==> src/rtl/router_output_arbiter.sv <==
// Output-port arbiter and wormhole packet sequencer: round-robin grant held
// for header, size and payload flits, with a credit-gated transfer strobe.
module router_output_arbiter #(
  parameter int unsigned NPORTS     = 5,
  parameter int unsigned FLIT_WIDTH = 16,
  parameter int unsigned SIZE_WIDTH = 16
) (
  input  logic                  clock,
  input  logic                  reset,
  input  logic [NPORTS-1:0]     in_valid,
  input  logic [FLIT_WIDTH-1:0] flit_sel,
  input  logic                  credit_i,
  output logic [NPORTS-1:0]     grant,
  output logic                  tx,
  output logic [NPORTS-1:0]     consume,
  output logic                  busy,
  output logic                  pkt_done
);

  localparam int unsigned IDX_W = (NPORTS > 1) ? $clog2(NPORTS) : 1;

  typedef enum logic [1:0] {
    IDLE    = 2'd0,
    HEADER  = 2'd1,
    SIZE    = 2'd2,
    PAYLOAD = 2'd3
  } state_e;

  state_e                  state_q, state_d;
  logic [NPORTS-1:0]       grant_q, grant_d;
  logic [IDX_W-1:0]        last_q, last_d;
  logic [SIZE_WIDTH-1:0]   cnt_q, cnt_d;

  logic [SIZE_WIDTH-1:0]   size_fld;
  logic                    arb_found;
  logic [IDX_W-1:0]        arb_idx;
  logic [NPORTS-1:0]       arb_onehot;
  logic                    unused_flit;

  // Only the low bits of the size flit carry the payload length.
  assign size_fld    = flit_sel[SIZE_WIDTH-1:0];
  assign unused_flit = ^flit_sel;

  // Transfer strobe: only the granted input's valid matters while busy.
  always_comb begin
    busy    = (state_q != IDLE);
    grant   = grant_q;
    tx      = busy & (|(grant_q & in_valid)) & credit_i;
    consume = grant_q & {NPORTS{tx}};
  end

  // Round-robin search starting just after the last served port.
  always_comb begin
    arb_found = 1'b0;
    arb_idx   = last_q;
    for (int unsigned i = 1; i <= NPORTS; i++) begin
      if (!arb_found && in_valid[IDX_W'((32'(last_q) + i) % NPORTS)]) begin
        arb_found = 1'b1;
        arb_idx   = IDX_W'((32'(last_q) + i) % NPORTS);
      end
    end
    arb_onehot = NPORTS'(1) << arb_idx;
  end

  // Packet sequencing: next state, grant, pointer and payload counter.
  always_comb begin
    state_d  = state_q;
    grant_d  = grant_q;
    last_d   = last_q;
    cnt_d    = cnt_q;
    pkt_done = 1'b0;
    case (state_q)
      IDLE: begin
        if (arb_found) begin
          grant_d = arb_onehot;
          last_d  = arb_idx;
          state_d = HEADER;
        end
      end
      HEADER: begin
        if (tx) state_d = SIZE;
      end
      SIZE: begin
        if (tx) begin
          if (size_fld == '0) begin
            pkt_done = 1'b1;
            grant_d  = '0;
            state_d  = IDLE;
          end else begin
            cnt_d   = size_fld;
            state_d = PAYLOAD;
          end
        end
      end
      PAYLOAD: begin
        if (tx) begin
          cnt_d = cnt_q - SIZE_WIDTH'(1);
          if (cnt_q == SIZE_WIDTH'(1)) begin
            pkt_done = 1'b1;
            grant_d  = '0;
            state_d  = IDLE;
          end
        end
      end
      default: state_d = IDLE;
    endcase
  end

  // State registers; reset drops any packet in flight at once.
  always_ff @(posedge clock or negedge reset) begin
    if (!reset) begin
      state_q <= IDLE;
      grant_q <= '0;
      last_q  <= IDX_W'(NPORTS - 1);
      cnt_q   <= '0;
    end else begin
      state_q <= state_d;
      grant_q <= grant_d;
      last_q  <= last_d;
      cnt_q   <= cnt_d;
    end
  end

endmodule

==> config.mk <==
export PLATFORM = sky130hd
export DESIGN_NAME = router_output_arbiter
export DESIGN_NICKNAME = d
export VERILOG_FILES = /design/src/rtl/router_output_arbiter.sv
export SDC_FILE = /design/constraint.sdc
export NUM_CORES = 1
export LEC_CHECK = 0
export CAP_MARGIN = 25
export CORE_ASPECT_RATIO = 0.9
export CORE_MARGIN = 10
export CORE_UTILIZATION = 64
export DETAILED_ROUTE_END_ITERATION = 10
export PLACE_DENSITY = 0.88
export SYNTH_ARGS = -nofsm -noshare
export SYNTH_HDL_FRONTEND = slang
export SYNTH_SLANG_ARGS = --single-unit
==> constraint.sdc <==
create_clock -name clock -period 12.1 [get_ports clock]
set_clock_uncertainty 0.15 [all_clocks]
set_input_delay 3.63 -clock clock [delete_from_list [all_inputs] [get_ports clock]]
set_output_delay 3.63 -clock clock [all_outputs]
set_load 0.03 [all_outputs]
* Word-level counts from Yosys, hierarchy flattened
Index checks and enable logic that the tools add are counted.
** Storage, ports and cells
- Flip-flop bits (word level) :: 26
- Latch bits :: 0
- Bits in writable memories :: 0
- Bits in read-only memories :: 0
- Input bits :: 24
- Output and inout port bits :: 13
- Logic and storage cells :: 96
- Memories :: 0
** Cells by class
- Add/subtract/negate cells :: 6
- Multiply operators :: 0
- Divide/modulo/power cells :: 5
- $lt $le $gt $ge :: 5
- Eq/ne operators :: 11
- Shift-type cells :: 1
- Muxes and demuxes :: 42
- Bitwise logic cells :: 4
- Reductions and logical operators :: 18
** Operator list (number)
- modulo 32 x 3 -> 32 bit, second input constant :: 5
- two-way mux 16 bit :: 3
- one-hot mux 16 bit (2 select lines) :: 1
- two-way mux 5 bit :: 5
- less-than comparator 3 x 4 -> 1 bit, second input constant :: 5
- == test 16 x 1 -> 1 bit, second input constant :: 1
- logical NOT 16 bit :: 1
- subtractor 16 x 1 -> 16 bit, second input constant :: 1
- binary-select mux 1 bit (select 3 bit) :: 5
- two-way mux 3 bit :: 5
- one-hot mux 5 bit (3 select lines) :: 1
- two-way mux 1 bit :: 14
- inequality test 2 bit, second input constant :: 7
- two-way mux 2 bit :: 6
- AND 5 bit :: 2
- adder 3 x 2 -> 4 bit, second input constant :: 2
- adder 3 x 3 -> 4 bit, second input constant :: 2
- one-hot mux 2 bit (4 select lines) :: 1
- AND reduction 6 bit :: 1
- AND reduction 5 bit :: 1
- OR reduction 5 bit :: 1
- << shifter 1 x 3 -> 5 bit, first input constant :: 1
- adder 3 x 1 -> 4 bit, second input constant :: 1
- == test 2 bit, second input constant :: 2
- 10 further kinds :: 18

* Depth between registers and ports, before layout
Gate-level depths: netlist of run 1.
- Depth in word-level cells :: 20
- Gate-level depth with buffers :: 22
- Gate-level depth less buffers :: 16

* Worst setup path after synthesis of run 1
OpenSTA, ideal clock, no wires.
- Path kind :: input to output
- Start :: input port in_valid[0]
- End :: output port pkt_done
- Arrival time :: 4.927 ns
- Required time :: 8.320 ns
- Slack :: 3.393 ns
- Stages on the path :: 5
- Buffers on the path :: 1
- Path through :: clkbuf_1 a222oi_1 a21boi_1 nand2_1 nor2_1
** On the way
- Longest elaborated chain between the ends :: 6
- Elaborated cells between the ends (all ways) :: 7
- Classes of those cells :: 3 x mux; 3 x bitwise; 1 x reduce/logical
** RTL lines
- start, declared :: RTL line 10 : input logic [NPORTS-1:0] in_valid,
- AND 5 bit * :: RTL line 48 : tx = busy & (|(grant_q & in_valid)) & credit_i;
- OR reduction 5 bit * :: RTL line 48
- AND 1 bit * (2 in series) :: RTL line 48
- two-way mux 1 bit, on equally long branches :: RTL line 96, 84
- one-hot mux 1 bit (2 select lines) * :: RTL line 72 : case (state_q)
- end, declared :: RTL line 17 : output logic pkt_done
Mark *: on every way between the ends. The rest lies on a longest branch, timed or not.

* Worst setup path in the final report of run 1
Same ends and word-level chain as after synthesis.

==> qor.yml, run 1 <==
status:
  status: "finished, final reports clean"
detailed_routing:
  detail_route.iter0.violations: 461
  vias: 4127
  drtAntennaViolNets: 0
  wire_per_inst_um: 18.89
  via_per_inst: 6.971
  dr.pass1.iters: 5
  drc: 0
  routed_wl_mm: 11.18
synth:
  yosysMostFrequentCell: "nor2_1"
  synth_top_family_by_area: "compound AO/OA/AOI/OAI gates"
  synth_xor_area_share_pct: 3.756
  synthTopCellsByCount: "nor2_1 (47), o21ai_0 (44), nand2_1 (42), a21oi_1 (31), ha_1 (26)"
  syn_inst: 509
  syn_area_mm2: 0.003931
  syn-num-nets: 559
  synth-edff-count: 0
  synth_compound_area_share_pct: 35.93
  synthTopCellsByArea: "dfrtp_1 (16%), ha_1 (8.3%), o21ai_0 (5.6%)"
  synth_top_cell_area_share_pct: 15.91
  ys_ff_latch: 26
  synth_fa_ha_area_share_pct: 8.275
  synth.distinct_cells: 90
  yosysTopAreaCell: "dfrtp_1"
  synth-simple-area-share_pct: 22.82
  ys.flop_type: "dfrtp_1"
  yosysWarnings: 0
  yosysSeqAreaShare_pct: 16.58
  synth_mux_area_share_pct: 5.124
  synthArstFlopShare_pct: 100.0
  postSynthAreaPerCell_um2: 7.724
cts:
  clk_path_buf_depth: 2
  clkLatencyLatePin_ns: 0.28
  cts_root_buf: "clkbuf_8"
  cts_setup_buffers: 0
  cts.htree.levels: 1
  cts_buffers: 3
  cts_hold_buf: 0
  cts_resized: 0
  cts_sinks: 26
  path_clk_slew_ns: 0.09
  cts_tree: "built"
layout:
  fin_cells: 592
  synthToLayoutAreaGrowth_pct: 9.548
  diodes: 0
  drive_gt1_share_pct: 10.96
  fin_util_pct: 71.22
  fin_nets: 571
setup_path:
  worst-path-max-fanout: 13
  crit_chain: "clkdlybuf4s50_1, a222oi_1, a21boi_1, nand2_1, nor2_1, clkdlybuf4s50_1"
  cp_common_cell: "clkdlybuf4s50_1"
  startpoint_type: "input pin"
  worstPathRequired_ns: 8.32
  cp.arrival_ns: 6.22
  crit_type: "in -> out"
  crit_family: "buffers and inverters"
  cp_slowest_cell: "clkdlybuf4s50_1"
  cpPeakStageDelay_ns: 0.77
  worstSetupEndpointType: "output pin"
  path_buf_inv: 2
grt:
  globalRouteOverflowTotal: 0
  track_usage_pct: 22.47
  antenna_found_initial: 0
  grt_pass1_vias: 3825
  grt_max_degree: 41
  grt_pass1_wl_mm: 18.28
die:
  die_w_um: 102.6
  rows: 27
  io_pins: 37
  start_util_pct: 65.01
  dieArea_mm2: 0.009682
  die_h_um: 94.36
  design.core.area_mm2: 0.006047
timing:
  maxSlewHeadroom_pct: 38.97
  max_freq_ghz: 0.1001
  setup_tns_ns: 0
  finalMaxSlewViolations: 0
  final_hold_viol_count: 0
  period_share_pct: 82.60
  rsz0062_at_grt: "false"
  tightest_slew_ns: 0.9089
  finalCriticalPeriod_ns: 9.995
  setup-violations-final: 0
placement:
  dp_hpwl_mm: 8.354
  dp_cells: 588
  port_buffers: 36
  gp_congestion: 0.9845
job:
  drv_cap: 0
min_path:
  hp-class: "reg -> reg"
==> cells in the final DEF, fill, tap and decap left out, types with 4 or more instances in the layout <==
cell,count
xnor2_1,9
inv_1,24
a22oi_1,6
a311oi_1,5
a21o_1,5
and3_1,7
a21oi_1,31
a211oi_1,11
o21ai_0,44
o22ai_1,4
ha_1,26
o211ai_1,5
or2_2,5
nor2_1,47
nand3_1,10
nand4_1,4
o31ai_1,4
o21ai_1,6
a22o_1,4
o221ai_1,4
dfrtp_1,25
nor3_1,16
a31oi_1,7
a211oi_2,4
nand2b_1,5
nand2_1,42
o21a_1,7
mux2i_1,10
nor4_1,12
nor2b_1,5
clkdlybuf4s50_1,36
or3_1,6
==> metrics by stage <==
step	worst slack, ns	hold slack (ns)	instance area (µm²)
final	2.105	0.3731	4307
after global routing	1.924	0.4353	4307
after CTS	2.141	0.3786	4307
after detailed placement	2.156	0.3584	4235
after global placement	2.285	0.3385	4205
after floorplan	3.393	0.3115	3931
==> sequential cells by signal, summed over array words and instances, names as in the netlist <==
register	count
state_q	2
grant	5
last_q	3
cnt_q	16
==> worst paths after layout <==
path | endpoint | cells after the start | startpoint | slack, ns
max in group asynchronous | last_q[2]$_DFFE_PN1P_ | 2 | reset | 7.66
min reg2reg | cnt_q[14]$_DFFE_PN0P_ | 2 | cnt_q[14]$_DFFE_PN0P_ | 0.37
max reg2reg | last_q[2]$_DFFE_PN1P_ | 15 | last_q[1]$_DFFE_PN0P_ | 6.40
min in group asynchronous | cnt_q[5]$_DFFE_PN0P_ | 1 | reset | 3.55
max | pkt_done | 6 | in_valid[0] | 2.10
min | cnt_q[14]$_DFFE_PN0P_ | 2 | cnt_q[14]$_DFFE_PN0P_ | 0.37
==> worst min-delay path, delay by kind of cell, from the launching register on <==
kind,cells,cell delay (ns)
compound gates,2,0.14
flops,1,0.35
==> cells by family after synthesis <==
family | Yosys count
xor gates and xnor gates | 13
and+or+nand+nor | 176
DFF | 26
buffers and inverters | 60
muxes | 17
adders and majority gates | 26
AOI/OAI and AO/OA | 191
==> final cells by class <==
| class | count | area, µm² |
|---|---|---|
| clock inverters | 1 | 30.03 |
| clock buffers | 3 | 41.29 |
| fillers | 482 | 1740 |
| flip-flops and latches | 26 | 651.9 |
| repair buffers | 40 | 405.4 |
| well taps | 72 | 90.09 |
| multi-input cells | 423 | 2984 |
| inverters | 27 | 103.9 |
==> routing by layer <==
| metal | vias to the layer above | share of wire [%] | track usage, % | wire length (µm) |
|---|---|---|---|---|
| met5 | - | 0 | 0 | 0 |
| met4 | 0 | 0.60 | 4.343 | 67 |
| met3 | 10 | 10 | 5.109 | 1126 |
| met2 | 220 | 46 | 34.63 | 5165 |
| met1 | 1954 | 43 | 31.43 | 4821 |
| li1 | 1943 | - | - | - |
Power of run 1 is left out: the tool's default activity adds up to more than one toggle a clock period on the data nets, which glitch-free logic cannot reach.
==> run 2, diff against run 1 <==
--- a/config.mk
+++ b/config.mk
@@ -8,9 +8,9 @@
 export CAP_MARGIN = 25
 export CORE_ASPECT_RATIO = 0.9
 export CORE_MARGIN = 10
-export CORE_UTILIZATION = 64
+export CORE_UTILIZATION = 54
 export DETAILED_ROUTE_END_ITERATION = 10
-export PLACE_DENSITY = 0.88
+export PLACE_DENSITY = 0.79
 export SYNTH_ARGS = -nofsm -noshare
 export SYNTH_HDL_FRONTEND = slang
 export SYNTH_SLANG_ARGS = --single-unit
==> constraint.sdc (replaced) <==
create_clock -name clock -period 8.31 [get_ports clock]
set_clock_uncertainty 0.15 [all_clocks]
set_input_delay 2.493 -clock clock [delete_from_list [all_inputs] [get_ports clock]]
set_output_delay 2.493 -clock clock [all_outputs]
set_load 0.03 [all_outputs]
==> run 2 against run 1 <==
- flip-flop and latch count did not move
- non-clock buffer count grew 5
- die area up 15%
- cell count grew 4.4%
- cell area grew 1.1%
- global-route usage fell by 3.3 points
- first-iteration DRC count down 18%
- via count shrank 1.9%
- wire length shrank 1.2%
- hold slack better by 0.014 ns
- critical path type unchanged
==> qor.yml, run 2 (same netlist as run 1, synthesis figures left out) <==
placement:
  place_ws_ns: 0.9430  # -1.213 ns
  dp_cells: 614  # +4.4%
  gp_congestion: 1.004  # +2.0%
  port_buffers: 36  # unchanged
  dp_hpwl_mm: 8.360  # about the same
die:
  die_h_um: 100.9  # +7.0%
  die_w_um: 109.9  # +7.1%
  rows: 29  # +7.4%
  dieArea_mm2: 0.01110  # +15%
  design.core.area_mm2: 0.007076  # +17%
  io_pins: 37  # unchanged
  start_util_pct: 55.56  # -9.4 points
timing:
  final_hold_viol_count: 0  # unchanged
  finalMaxSlewViolations: 0  # unchanged
  tightest_slew_ns: 0.7991  # -0.1098 ns
  max_freq_ghz: 0.1356
  period_share_pct: 88.73
  fin_ws_ns: 0.9361  # -1.169 ns
  setup-violations-final: 0  # unchanged
  maxSlewHeadroom_pct: 46.73  # +7.8 points
  finalCriticalPeriod_ns: 7.374
  rsz0062_at_grt: "false"
  setup_tns_ns: 0  # unchanged
layout:
  nFillCells: 633  # +31%
  drive_gt1_share_pct: 11.81  # +0.85 points
  fin_nets: 576  # +0.88%
  diodes: 0  # unchanged
  largest_register_ffs: 16  # unchanged
  synthToLayoutAreaGrowth_pct: 10.79
  final_cell_mix: "nor2_1 (47), o21ai_0 (44), nand2_1 (42)"
  final_common_cell: "nor2_1"
  fin_cells: 618  # +4.4%
  top_register: "cnt_q"
setup_path:
  r2r.worst_path.cells: 17  # +2
  crit_chain: "clkdlybuf4s50_1, a22oi_1, a21boi_1, nand2_1, nor2_1, clkdlybuf4s50_1"
  cpPeakStageDelay_ns: 0.68  # -0.09 ns
  worst-path-max-fanout: 10  # -3
  cp_common_cell: "clkdlybuf4s50_1"
  worstSetupEndpointType: "output pin"
  r2r_slack_ns: 2.82  # -3.58 ns
  crit_type: "in -> out"
  cp.arrival_ns: 4.73  # -1.49 ns
  cp_slowest_cell: "clkdlybuf4s50_1"
  startpoint_type: "input pin"
  worstPathRequired_ns: 5.67  # -2.65 ns
detailed_routing:
  drc: 0  # unchanged
  detail_route.iter0.violations: 377  # -18%
  via_per_inst: 6.552  # -6.0%
  drtAntennaViolNets: 0  # unchanged
  routed_wl_mm: 11.05  # -1.2%
  wire_per_inst_um: 17.88  # -5.3%
  dr.pass1.iters: 5  # unchanged
  vias: 4049  # -1.9%
cts:
  cts.htree.levels: 1  # unchanged
  cts_hold_buf: 0  # unchanged
  cts_tree: "built"
  cts_resized: 0  # unchanged
  cts_sinks: 26  # unchanged
  cts_setup_buffers: 0  # unchanged
  clkLatencyLatePin_ns: 0.27  # about the same
  cts_buffers: 3  # unchanged
  path_clk_slew_ns: 0.09  # about the same
  clk_path_buf_depth: 2  # unchanged
  cts_root_buf: "clkbuf_8"
grt:
  globalRouteOverflowTotal: 0  # unchanged
  grt_pass1_vias: 3674  # -3.9%
  track_usage_pct: 19.20  # -3.3 points
  grt_max_degree: 41  # unchanged
  grt_pass1_wl_mm: 17.91  # -2.0%
  antenna_found_initial: 0  # unchanged
status:
  status: "finished, final reports clean"
job:
  drv_cap: 0  # unchanged
min_path:
  hold-path-cell-count: 2  # unchanged
  hp-class: "reg -> reg"
[run 2: final cells by class]
cell class	count	area, µm²	area share (%)
multi-input cells	423	2984	68.51
flip-flops and latches	26	651.9	14.97
repair buffers	45	427.9	9.825
well taps	93	116.4	2.672
inverters	27	103.9	2.384
clock inverters	1	30.03	0.6895
clock buffers	3	41.29	0.9480
[run 2: path summary, 6_finish.rpt]
path / start / endpoint
min: cnt_q[11]$_DFFE_PN0P_ / cnt_q[11]$_DFFE_PN0P_
min in group asynchronous: reset / cnt_q[12]$_DFFE_PN0P_
min reg2reg: cnt_q[11]$_DFFE_PN0P_ / cnt_q[11]$_DFFE_PN0P_
max reg2reg: last_q[0]$_DFFE_PN0P_ / last_q[2]$_DFFE_PN1P_
max in group asynchronous: reset / last_q[2]$_DFFE_PN1P_
max: in_valid[4] / pkt_done
[run 2: routing by layer]
layer | vias up | track usage (%) | share of wire [%]
li1 | 1962 | - | -
met1 | 1888 | 28.06 | 46
met2 | 191 | 29.38 | 44
met3 | 8 | 3.453 | 9.2
met4 | 0 | 1.800 | 0.33
met5 | - | 0 | 0
[run 2: critical path, delay by kind of cell]
kind | cells | cell delay [ns]
AND/OR/NAND/NOR | 2 | 0.30
buffers and inverters | 2 | 1.32
AO/OA/AOI/OAI | 2 | 0.60
[run 2: stage by stage]
stage / hold slack, ns / area [µm²] / utilization [%]
after floorplan: 0.3115 / 3931 / -
after global placement: 0.3341 / 4284 / 60.55
after detailed placement: 0.3781 / 4284 / 60.55
after CTS: 0.4006 / 4355 / 61.56
after global routing: 0.4317 / 4355 / 61.56
final: 0.3874 / 4355 / 61.56
Power of run 2 is left out for the same reason.
